## src/rtl/ibuf_access_ctrl_if.sv

```systemverilog
// Read-data stream from ibuf_access_ctrl to the main process.
// Valid/ready handshake; a beat transfers when O_rvalid & I_rready.
interface ibuf_access_ctrl_if #(
   parameter int DSIZE = 32
);
   logic [DSIZE-1:0] O_rdata;
   logic             O_rvalid;
   logic             O_rlast;
   logic             I_rready;

   modport master (
      output O_rdata, O_rvalid, O_rlast,
      input  I_rready
   );
   modport slave (
      input  O_rdata, O_rvalid, O_rlast,
      output I_rready
   );
endinterface

```

## src/rtl/ibuf_access_ctrl.sv

```systemverilog
// Single-port spram arbiter: packed write stream plus burst reads
// returned through a 4-entry credit-controlled output FIFO.
module ibuf_access_ctrl #(
   parameter int ASIZE = 10,
   parameter int DSIZE = 32
) (
   input  logic               I_clk,
   input  logic               I_rst,
   input  logic               I_wclr,
   input  logic [DSIZE-1:0]   I_wdata,
   input  logic               I_wvalid,
   output logic               O_wready,
   output logic [ASIZE:0]     O_wcnt,
   input  logic               I_rd_start,
   input  logic [ASIZE-1:0]   I_rd_base,
   input  logic [ASIZE:0]     I_rd_len,
   output logic               O_rd_busy,
   output logic               O_rd_done,
   ibuf_access_ctrl_if.master rd_if,
   output logic [ASIZE-1:0]   O_ram_addr,
   output logic [DSIZE-1:0]   O_ram_data,
   output logic               O_ram_ce,
   output logic               O_ram_wr,
   input  logic [DSIZE-1:0]   I_ram_data
);
   localparam int DEPTH = 1 << ASIZE;
   localparam logic [ASIZE:0] C_DEPTH = (ASIZE+1)'(DEPTH);
   localparam logic [ASIZE:0] C_ONE   = (ASIZE+1)'(1);

   typedef enum logic [1:0] {IDLE, RD, DRAIN, DONE} state_t;

   state_t           r_state;
   logic [ASIZE-1:0] r_base;
   logic [ASIZE-1:0] r_wptr;
   logic [ASIZE:0]   r_len;
   logic [ASIZE:0]   r_idx;
   logic [ASIZE:0]   r_wcnt;
   logic             r_inflight;
   logic             r_infl_last;
   logic [DSIZE-1:0] r_fdata [4];
   logic [3:0]       r_flast;
   logic [1:0]       r_fwp;
   logic [1:0]       r_frp;
   logic [2:0]       r_fcnt;

   logic             w_issue;
   logic             w_last_issue;
   logic             w_wacc;
   logic             w_push;
   logic             w_pop;
   logic             w_rvalid;
   logic             w_head_last;
   logic [ASIZE-1:0] w_rd_addr;
   logic [ASIZE-1:0] w_wr_addr;

   // Credit check uses only registered terms, never I_rready.
   assign w_issue      = ~I_rst & (r_state == RD) &
                         ((r_fcnt + {2'b0, r_inflight}) < 3'd4);
   assign w_last_issue = w_issue & (r_idx == r_len - C_ONE);
   assign w_rd_addr    = r_base + r_idx[ASIZE-1:0];
   assign w_wr_addr    = I_wclr ? '0 : r_wptr;

   assign O_wready = ~I_rst & ~w_issue;
   assign w_wacc   = I_wvalid & O_wready;

   assign O_ram_ce   = w_issue | w_wacc;
   assign O_ram_wr   = w_wacc;
   assign O_ram_addr = w_issue ? w_rd_addr :
                       (w_wacc ? w_wr_addr : '0);
   assign O_ram_data = w_wacc ? I_wdata : '0;

   assign O_wcnt    = I_rst ? '0 : r_wcnt;
   assign O_rd_busy = ~I_rst & ((r_state == RD) | (r_state == DRAIN));
   assign O_rd_done = ~I_rst & (r_state == DONE);

   assign w_rvalid    = ~I_rst & (r_fcnt != 3'd0);
   assign w_head_last = r_flast[r_frp];
   assign w_pop       = w_rvalid & rd_if.I_rready;
   assign w_push      = r_inflight;

   assign rd_if.O_rvalid = w_rvalid;
   assign rd_if.O_rdata  = w_rvalid ? r_fdata[r_frp] : '0;
   assign rd_if.O_rlast  = w_rvalid & w_head_last;

   always_ff @(posedge I_clk) begin
      if (I_rst) begin
         r_state     <= IDLE;
         r_base      <= '0;
         r_len       <= '0;
         r_idx       <= '0;
         r_inflight  <= 1'b0;
         r_infl_last <= 1'b0;
      end else begin
         r_inflight  <= w_issue;
         r_infl_last <= w_last_issue;
         if (w_issue)
            r_idx <= r_idx + C_ONE;
         unique case (r_state)
            IDLE: if (I_rd_start) begin
               r_base  <= I_rd_base;
               r_len   <= I_rd_len;
               r_idx   <= '0;
               r_state <= (I_rd_len == '0) ? DONE : RD;
            end
            RD:      if (w_last_issue) r_state <= DRAIN;
            DRAIN:   if (w_pop & w_head_last) r_state <= DONE;
            DONE:    r_state <= IDLE;
            default: r_state <= IDLE;
         endcase
      end
   end

   // A clear that coincides with an accept places that word at 0.
   always_ff @(posedge I_clk) begin
      if (I_rst) begin
         r_wptr <= '0;
         r_wcnt <= '0;
      end else if (I_wclr) begin
         r_wptr <= ASIZE'(w_wacc);
         r_wcnt <= (ASIZE+1)'(w_wacc);
      end else if (w_wacc) begin
         r_wptr <= r_wptr + ASIZE'(1);
         if (r_wcnt != C_DEPTH)
            r_wcnt <= r_wcnt + C_ONE;
      end
   end

   always_ff @(posedge I_clk) begin
      if (I_rst) begin
         r_fwp   <= '0;
         r_frp   <= '0;
         r_fcnt  <= '0;
         r_flast <= '0;
      end else begin
         if (w_push) begin
            r_flast[r_fwp] <= r_infl_last;
            r_fwp          <= r_fwp + 2'd1;
         end
         if (w_pop)
            r_frp <= r_frp + 2'd1;
         r_fcnt <= r_fcnt + {2'b0, w_push} - {2'b0, w_pop};
      end
   end

   always_ff @(posedge I_clk) begin
      if (w_push)
         r_fdata[r_fwp] <= I_ram_data;
   end
endmodule

```

## src/flat_wrapper.sv

```systemverilog
// flat-port wrapper written by rule: the top's interface ports become plain ports
module ibuf_access_ctrl_flat 
#(
   parameter int ASIZE = 10,
   parameter int DSIZE = 32
)
  (I_clk, I_rst, I_wclr, I_wdata, I_wvalid, O_wready, O_wcnt, I_rd_start, I_rd_base, I_rd_len, O_rd_busy, O_rd_done, O_ram_addr, O_ram_data, O_ram_ce, O_ram_wr, I_ram_data, rd_if_O_rdata, rd_if_O_rvalid, rd_if_O_rlast, rd_if_I_rready);
  ibuf_access_ctrl_if #(.DSIZE(DSIZE)) rd_if_i ();
  input  logic I_clk;
  input  logic I_rst;
  input  logic I_wclr;
  input  logic [DSIZE-1:0] I_wdata;
  input  logic I_wvalid;
  output logic O_wready;
  output logic [ASIZE:0] O_wcnt;
  input  logic I_rd_start;
  input  logic [ASIZE-1:0] I_rd_base;
  input  logic [ASIZE:0] I_rd_len;
  output logic O_rd_busy;
  output logic O_rd_done;
  output logic [ASIZE-1:0] O_ram_addr;
  output logic [DSIZE-1:0] O_ram_data;
  output logic O_ram_ce;
  output logic O_ram_wr;
  input  logic [DSIZE-1:0] I_ram_data;
  output wire logic [$bits(rd_if_i.O_rdata)-1:0] rd_if_O_rdata;
  output wire logic [$bits(rd_if_i.O_rvalid)-1:0] rd_if_O_rvalid;
  output wire logic [$bits(rd_if_i.O_rlast)-1:0] rd_if_O_rlast;
  input wire logic [$bits(rd_if_i.I_rready)-1:0] rd_if_I_rready;
  assign rd_if_O_rdata = rd_if_i.O_rdata;
  assign rd_if_O_rvalid = rd_if_i.O_rvalid;
  assign rd_if_O_rlast = rd_if_i.O_rlast;
  assign rd_if_i.I_rready = rd_if_I_rready;
  ibuf_access_ctrl #(.ASIZE(ASIZE), .DSIZE(DSIZE)) u_core (.I_clk(I_clk), .I_rst(I_rst), .I_wclr(I_wclr), .I_wdata(I_wdata), .I_wvalid(I_wvalid), .O_wready(O_wready), .O_wcnt(O_wcnt), .I_rd_start(I_rd_start), .I_rd_base(I_rd_base), .I_rd_len(I_rd_len), .O_rd_busy(O_rd_busy), .O_rd_done(O_rd_done), .rd_if(rd_if_i), .O_ram_addr(O_ram_addr), .O_ram_data(O_ram_data), .O_ram_ce(O_ram_ce), .O_ram_wr(O_ram_wr), .I_ram_data(I_ram_data));
endmodule
```

## config.mk

```make
export PLATFORM = sky130hd
export DESIGN_NAME = ibuf_access_ctrl_flat
export DESIGN_NICKNAME = d
export VERILOG_FILES = /design/src/rtl/ibuf_access_ctrl_if.sv /design/src/rtl/ibuf_access_ctrl.sv /design/src/flat_wrapper.sv
export SDC_FILE = /design/constraint.sdc
export NUM_CORES = 1
export LEC_CHECK = 0
export ABC_CLOCK_PERIOD_IN_PS = 2400
export CORE_MARGIN = 2
export CORE_UTILIZATION = 47
export CTS_CLUSTER_SIZE = 20
export DETAILED_ROUTE_END_ITERATION = 8
export PLACE_DENSITY = 0.79
export SLEW_MARGIN = 20
export SYNTH_ARGS = -nofsm -noshare
export SYNTH_HDL_FRONTEND = slang
export SYNTH_SLANG_ARGS = --single-unit
```

## constraint.sdc

```tcl
create_clock -name I_clk -period 2.4 [get_ports I_clk]
set_input_delay 0.48 -clock I_clk [delete_from_list [all_inputs] [get_ports I_clk]]
set_output_delay 0.48 -clock I_clk [all_outputs]
set_load 0.01 [all_outputs]
```

==> reports/metrics.cfg <==
[status]
outcome = finished with violations
violations = negative setup slack

[job]
max_cap_viol_count = 0

[clocking]
cts.path.max_buffers = 2
cts.sinks = 198
cts_made_buffers = 17
cts_root_buf = clkbuf_16
hold_buffers = 0
cts_htree_levels = 4
clkTransAtPathRegs_ns = 0.07
clk_latency_ns = 0.43
cts_tree = yes

[power_and_ir_drop]
seqPwrFrac_pct = 39.5
ir_drop_uv = 587
p_int_mw = 7.18
switching_share_pct = 30.2
p_clk_share_pct = 26.5
power.switching_mw = 3.10
leakage_nw = 4.90
power_frac_comb_pct = 34.0
cellPowerDensity_nw_per_um2 = 784
total_power_mw = 10.3

[critical_path]
cp-start-kind = register
cp_max_fo = 3
crit_buf_inv = 2
path_cells = ha_4, a21oi_2, o211ai_1, a2111oi_2, or3_4, buf_6, o21ai_2, xnor2_1, o21ai_1, buf_2
slowest_delay_ns = 0.44
crit_path_top_delay_cell = or3_4
ff2ff_path_depth = 13
crit_type = reg2out
rr_startpoint = u_core.r_inflight
rr_endpoint = u_core.r_state[1]
cp.arrival_ns = 2.54
crit_family = compound AO/OA/AOI/OAI gates
cp-end-kind = output port
r2r_slack_ns = -0.16
worstPathRequired_ns = 1.92

[placement]
numPortBuffers = 182
detailed_place_hpwl_um = 14000
post-place-cells = 1159
place_congestion = 0.914
dp_slack_ns = -0.565

[sta]
slew_viol_final = 0
skew_ns = 0.0124
period_share_pct = 126
finalHoldViolCount = 0
finalSetupViolCount = 52
rsz0062_at_grt = yes
timing.hold.ws_ns = 0.451
setup-tns-final_ns = -12.64
finalCriticalPeriod_ns = 3.02
max_freq_mhz = 331
fin_ws_ns = -0.622
tightest_slew_ns = 0.672
slew_headroom_pct = 55.2

[floorplanning]
fp.dieW_um = 142
start_util_pct = 47.8
boundaryPins = 183
fp.dieH_um = 142
dieArea_um2 = 20200
row_count = 50
core_um2 = 18700

[drt]
wl_um = 23100
firstDrtPassIters = 5
viasPerCell = 5.34
wire_per_inst_um = 18.4
drt_iter0_markers = 437
drc = 0
vias = 6691
final_antenna_net_count = 0

[min_path]
whs_endpoint = u_core.r_fwp[0]
min_path_type = in2reg
hold_path.startpoint = I_rst
hold_depth = 3

[cells_and_area]
drive_gt1_share_pct = 37.0
layout_commonest_cell = edfxtp_1
syn2layout_area_growth_pct = 46.5
n_fill_cell = 1274
num_antenna_cells = 0
final_cell_mix = edfxtp_1, clkdlybuf4s50_1, buf_6
multi_input_area_um2 = 3970
final_nets = 1125
ff_latch_area_um2 = 5260
instances_no_fill = 1253

[synth]
ys_types = 51
synth_ff_type = edfxtp_1
synth_area_um2 = 8950
ys_top_cells_by_area = edfxtp_1, dfxtp_1, mux4_2
syn_nets = 837
synth_top_area_share_pct = 42.9
synth.avg_cell_area_um2 = 12.5
yosysTopAreaCell = edfxtp_1
syn_inst = 718
async_flop_share_pct = 0
synth_edf_count = 128
synth_warnings = 0
ys_seq_elements = 198
yosysSeqAreaShare_pct = 58.6

[global_route]
grt_usage_pct = 22.6
grt_overflow = 0
antenna_found_initial = 0
grt_first_pass_wirelength_um = 35200
grt_pass1_vias = 6674
grt_max_degree = 36

-- cells by family (layout without fill, tap and decap cells) --
family                     after synthesis  count (layout)  share of synthesized area (%)
muxes                                   36              36                           8.64
xor gates and xnor gates                49              49                           5.09
AOI/OAI and AO/OA                       73              73                           4.98
DFF                                    198             198                           58.6
adders and majority gates               28              28                           4.00
and+or+nand+nor                        280             280                           16.4
buffers and inverters                   54             355                           2.29
-- registers in the layout (all words and copies together) (netlist names), named ones only --
| signal | flops |
|---|---|
| u_core.r_wptr | 10 |
| u_core.r_base | 10 |
| u_core.r_infl_last | 1 |
| u_core.r_fcnt | 3 |
| u_core.r_state | 2 |
| u_core.r_fwp | 2 |
| u_core.r_len | 11 |
| u_core.r_wcnt | 11 |
| u_core.r_frp | 2 |
| u_core.r_inflight | 1 |
| u_core.r_flast | 4 |
| u_core.r_idx | 11 |
| u_core.r_fdata | 128 |
-- worst reg2reg max path, cell delays in order (launching register included) --
cell and delay, ns:
dfxtp_2 0.34, ha_4 0.16, ha_4 0.17, xnor2_4 0.21
buf_6 0.12, buf_6 0.08, buf_6 0.09, nand3b_1 0.13
buf_6 0.17, nor4_4 0.13, nand4_1 0.20, o41ai_4 0.30
nand2_2 0.10, a221oi_2 0.25
-- layout make-up --
cell class / instances / area share, %
repair buffers: 300 / 22.4
inverters: 23 / 0.697
multi-input cells: 466 / 30.2
flip-flops and latches: 198 / 40.1
well taps: 234 / 2.23
clock inverters: 14 / 0.973
clock buffers: 18 / 3.27
-- metal layers --
metal | wire (um) | GRT usage (%) | part of all wire, % | vias to the layer above
li1 | - | - | - | 3170
met2 | 12300 | 40.5 | 53 | 222
met5 | 0 | 0 | 0 | -
met4 | 344 | 6.11 | 1.5 | 0
met3 | 1050 | 4.21 | 4.6 | 26
met1 | 9390 | 28.3 | 41 | 3273
-- per-stage QoR --
step	instance area, um2	util [%]
2_1_floorplan	8960	-
3_3_place_gp	11500	61.3
3_5_place_dp	11500	61.3
4_1_cts	12900	69.0
5_1_grt	13100	70.1
6_report	13100	70.1
-- worst max-delay path by stage --
stage	start	to	slack (ns)	cells past startpoint
finish	u_core.r_base[1]	O_ram_addr[9]	-0.62	10
global route	u_core.r_base[1]	O_ram_addr[9]	-0.68	10
CTS	u_core.r_idx[0]	O_ram_addr[8]	-0.60	11
detailed placement	u_core.r_idx[0]	O_ram_addr[8]	-0.56	11
global placement	u_core.r_idx[0]	O_ram_addr[8]	-0.53	11
floorplan	u_core.r_idx[0]	O_ram_addr[8]	-0.02	10
-- Yosys cell counts (2+ instances only) --
| library cell | instances |
|---|---|
| nor4_1 | 8 |
| xor2_1 | 22 |
| a211o_1 | 2 |
| and4_1 | 2 |
| nor4b_4 | 2 |
| nor2_1 | 48 |
| o21ai_0 | 7 |
| inv_2 | 2 |
| nand2b_1 | 8 |
| xnor2_1 | 25 |
| mux4_2 | 33 |
| and2_1 | 41 |
| edfxtp_1 | 128 |
| nor3_1 | 8 |
| nand3b_1 | 4 |
| clkbuf_1 | 25 |
| nor2b_1 | 13 |
| mux2i_1 | 3 |
| a21oi_1 | 39 |
| or3_1 | 6 |
| buf_1 | 4 |
| ha_1 | 27 |
| and3_1 | 38 |
| dfxtp_1 | 70 |
| nand4_1 | 9 |
| inv_1 | 21 |
| nand3_1 | 9 |
| buf_2 | 2 |
| o21ai_1 | 11 |
| nand2_1 | 80 |
-- power by group through the flow --
stage / combinational [mW] / sequential, mW / clock (mW)
CTS: 3.47 / 4.04 / 2.76
global placement: 2.68 / 4.08 / 0
detailed placement: 2.72 / 4.10 / 0
global route: 3.77 / 4.08 / 2.89
floorplan: 1.51 / 4.08 / 0
finish: 3.49 / 4.06 / 2.73
-- what timing repair did --
item / CTS / global route
pin swaps: 56 / 46
setup endpoints to repair: 82 / 85
hold endpoints to repair: 0 / 0
gates resized for setup: 450 / 82
gates cloned: 6 / 0
buffers inserted: 54 / 25
No activity file was read; power rests on OpenSTA's default activity.
